===== config.mk =====
export PLATFORM = sky130hd
export DESIGN_NAME = square_seq_ctrl
export DESIGN_NICKNAME = d
export VERILOG_FILES = /design/src/rtl/square_seq_ctrl.sv
export SDC_FILE = /design/constraint.sdc
export NUM_CORES = 1
export LEC_CHECK = 0
export CAP_MARGIN = 20
export CORE_MARGIN = 5
export CORE_UTILIZATION = 48
export DETAILED_ROUTE_END_ITERATION = 10
export GPL_TIMING_DRIVEN = 0
export PLACE_DENSITY = 0.75
export SLEW_MARGIN = 20
export SYNTH_ARGS = -nofsm -noshare
export SYNTH_HDL_FRONTEND = slang
export SYNTH_SLANG_ARGS = --single-unit

===== constraint.sdc =====
create_clock -name CLK -period 2.15 [get_ports CLK]
set_clock_uncertainty 0.1 [all_clocks]
set_input_delay 0.5375 -clock CLK [delete_from_list [all_inputs] [get_ports CLK]]
set_output_delay 0.5375 -clock CLK [all_outputs]
set_load 0.01 [all_outputs]

===== src/rtl/square_seq_ctrl.sv =====
// square_seq_ctrl: duty-unit sequencer for one APU square channel.
// Holds the mode and 11-bit period registers, runs the frequency
// down-counter on ACLK1 enables, and steps the 3-bit duty counter.
//
// Interface contract: there is no valid/ready handshake anywhere in this
// block. WR0/WR2/WR3 are one-cycle write strobes and are always accepted.
// FLOAD/FCO are one-cycle, fire-and-forget output strobes.
module square_seq_ctrl (
  input  logic       CLK,
  input  logic       RES,
  input  logic       ACLK1,
  input  logic       WR0,
  input  logic       WR2,
  input  logic       WR3,
  input  logic [7:0] DB,
  output logic       FLOAD,
  output logic       FCO,
  output logic [2:0] STEP,
  output logic       MUTE,
  output logic       DUTY
);

  logic [1:0]  mode;
  logic [10:0] period;
  logic [10:0] period_next;
  logic [10:0] cnt;
  logic [2:0]  step;
  logic        fload_q;
  logic        fco_q;
  logic        duty_raw;

  // Period as it stands after any write on this edge. A reload that lands
  // on the same edge as a period write must pick up the new value.
  always_comb begin
    period_next = period;
    if (WR2) period_next[7:0]  = DB;
    if (WR3) period_next[10:8] = DB[2:0];
  end

  // Registers, timer, duty step and reload strobes.
  always_ff @(posedge CLK or posedge RES) begin
    if (RES) begin
      mode    <= 2'd0;
      period  <= 11'd0;
      cnt     <= 11'd0;
      step    <= 3'd0;
      fload_q <= 1'b0;
      fco_q   <= 1'b0;
    end else begin
      if (WR0) mode <= DB[7:6];
      period  <= period_next;
      fload_q <= 1'b0;
      fco_q   <= 1'b0;
      if (ACLK1) begin
        if (cnt == 11'd0) begin
          cnt     <= period_next;
          fload_q <= 1'b1;
          fco_q   <= 1'b1;
          step    <= step - 3'd1;
        end else begin
          cnt <= cnt - 11'd1;
        end
      end
      // The phase reset overrides a step decrement on the same edge.
      if (WR3) step <= 3'd0;
    end
  end

  // Duty table lookup, driven only from registered mode and step.
  always_comb begin
    duty_raw = 1'b0;
    case (mode)
      2'd0: duty_raw = (step == 3'd7);
      2'd1: duty_raw = (step >= 3'd6);
      2'd2: duty_raw = step[2];
      2'd3: duty_raw = (step <= 3'd5);
      default: duty_raw = 1'b0;
    endcase
  end

  assign MUTE  = (period[10:3] == 8'd0);
  assign DUTY  = duty_raw & ~MUTE;
  assign STEP  = step;
  assign FLOAD = fload_q;
  assign FCO   = fco_q;

endmodule


==> out/metrics.cfg <==
[routing]
ant_nets = 0
wl_per_cell_um = 16.1
drt_pass1_iterations = 4
finalWirelength_um = 3060
num_vias = 1119
vias_per_cell = 5.89
dr.first_iter.drc_count = 36
drc_errors = 0

[synthesis]
yosys.area.top_type = dfrtp_1
synth_cell_types = 35
synth_common_cells = dfrtp_1 (28), mux2_2 (13), inv_1 (9), nand2_1 (9), nor2_1 (9)
synth.top_cell.area_share = 0.487
synth_most_common_cell = dfrtp_1
syn_nets = 151
synth-edff-count = 0
synth_flop_cell = dfrtp_1
yosys_register_bits = 28
synthTopCellsByArea = dfrtp_1 (49%), mux2_2 (10%), ha_1 (4.3%)
async_reset_ff_frac = 1.00
syn_inst = 132
synth_area_per_cell_um2 = 10.9
synth-seq-area-share = 0.487
ys.warnings.count = 0
netlist_area_mm2 = 0.00144

[final_layout]
synthToLayoutAreaGrowth_pct = 23.9
antennaDiodeCount = 0
final_nets = 180
layout-drive-gt1-share = 0.296
finalNonFillerCells = 190

[power_and_ir_drop]
p_seq_frac = 0.562
switchingPower_uw = 480
power_frac_comb = 0.285
power_density_mw_per_mm2 = 768
p_int_uw = 889
ir_worst_vdd_v = 0.000549
clkPwrFrac = 0.153
leakage_uw = 0.000753
switching_share = 0.351

[global_route]
grt_pass1_wl_um = 4930
grt_pass1_vias = 1088
antenna_found_initial = 0
grt_usage = 0.150
grt_max_degree = 29
grt_overflow_total = 0

[sta]
setup_viol = 2
holdWs_ps = 426
layout_setup_ws_ps = -48.9
maxSlewViolCount = 0
period_needed_ps = 2200
rsz0062_at_grt = true
maxSlewHeadroom = 0.609
setup_tns_ps = -67.3
fmax_ghz = 0.455
hold_viol_final = 0
period_share = 1.02
worstMarginPinSlew_ps = 586

[die]
die_height_um = 64.8
coreArea_mm2 = 0.00281
ioPinCount = 21
die_area_mm2 = 0.00419
initial_core_util = 0.513
std_cell_rows = 19
die_w_um = 64.8

[outcome]
outcome = finished, violations left
failed_checks = setup timing

[worst_hold_path]
holdPathStages = 1
min_path_type = flop to flop

[placement]
port_buffers = 18
placedCellCount = 181
gp_congestion = 0.895
dpl.hpwl_um = 2270

[setup_path]
cp_data_arrival_time_ps = 1560
crit_path_end_kind = output port
reg2reg_depth = 6
worst_setup_path_start_kind = flop
path_class = flop to output port
critPathRequiredTime_ps = 1510
crit_fanout = 2

[clock_network]
h-tree-depth = 1
clk_latency_ps = 320
cts_tree = built
root_buffer = clkbuf_4
cts_buffers = 3
hold_buffers = 0
cts_max_path_buffers = 2
clkSlewWorstSetupHoldPaths_ps = 140
cts_sinks = 28

[run]
drv_cap = 0

[cell usage in the layout (no fill, tap or decap), types with 3 or more instances in the layout]
master / count
ha_1: 3
nor4_1: 5
mux2i_1: 4
a211oi_1: 3
inv_2: 3
clkbuf_4: 3
nor3_1: 5
dfrtp_1: 27
mux2_2: 13
clkdlybuf4s50_1: 15
nand2_1: 9
inv_1: 6
buf_4: 6
nor2_1: 7
o21ai_0: 6
[kinds of logic after synthesis]
kind of cell	count (synthesis)	share of synthesized area
AND/OR/NAND/NOR	44	0.175
adder cells (fa/ha/maj)	5	0.0435
buffers and inverters	13	0.0417
AO/OA/AOI/OAI	23	0.111
XOR/XNOR	2	0.0122
flip-flops	28	0.487
multiplexers	17	0.130
[timing repair]
| action | CTS | global route |
|---|---|---|
| pin swaps | 3 | 4 |
| resized for setup | 17 | 10 |
| setup buffers | 4 | 2 |
| endpoints found under the setup margin | 5 | 3 |
[through the flow]
step | total power (uW) | worst slack (ps) | area, um^2 | utilization
6_report | 1370 | -48.9 | 1780 | 0.636
3_5_place_dp | 1150 | -366 | 1660 | 0.591
3_3_place_gp | 1130 | -322 | 1660 | 0.591
5_1_grt | 1460 | -129 | 1780 | 0.636
4_1_cts | 1360 | -60.9 | 1720 | 0.614
2_1_floorplan | 1030 | 138 | 1440 | -
[metal layers]
layer  GRT usage  share of wire  vias up  wire, um
met3      0.0276          0.046        5       142
met1       0.175           0.41      545      1260
met4      0.0422         0.0082        0        25
li1            -              -      542         -
met2       0.278           0.53       27      1630
met5           0              0        -         0
[state kept, by name (all words and copies together) (netlist names)]
name    cells
cnt        11
STEP        3
mode        2
period     11
FCO         1
[worst paths after layout]
| path | startpoint | to | slack, ps |
|---|---|---|---|
| max | period[6] | DUTY | -50 |
| min | period[2] | period[2] | 430 |
| max reg2reg | cnt[4] | STEP[1] | 100 |
| min reg2reg | period[2] | period[2] | 430 |
| max in group asynchronous | RES | STEP[1] | 1040 |
| min in group asynchronous | RES | FCO | 500 |
[critical path, cell delays in order (launching register included)]
cell,delay [ps]
dfrtp_1,400
or4_4,550
nor2_4,130
a21oi_2,30
buf_2,130
[area by class of cell]
cell class | instances | area, um^2
Sequential cell | 28 | 702
Multi-Input combinational cell | 91 | 738
Tap cell | 31 | 38.8
Buffer | 4 | 26.3
Timing Repair Buffer | 24 | 221
Inverter | 9 | 33.8
Clock buffer | 3 | 22.5
Fill cell | 222 | 1020
[power groups by stage]
stage,Sequential [uW],Combinational (uW),Clock (uW)
6_report,769,390,210
5_1_grt,789,428,241
4_1_cts,759,387,214
3_5_place_dp,766,384,0
3_3_place_gp,760,367,0
2_1_floorplan,736,298,0
Power figures use the tool's default switching activity.
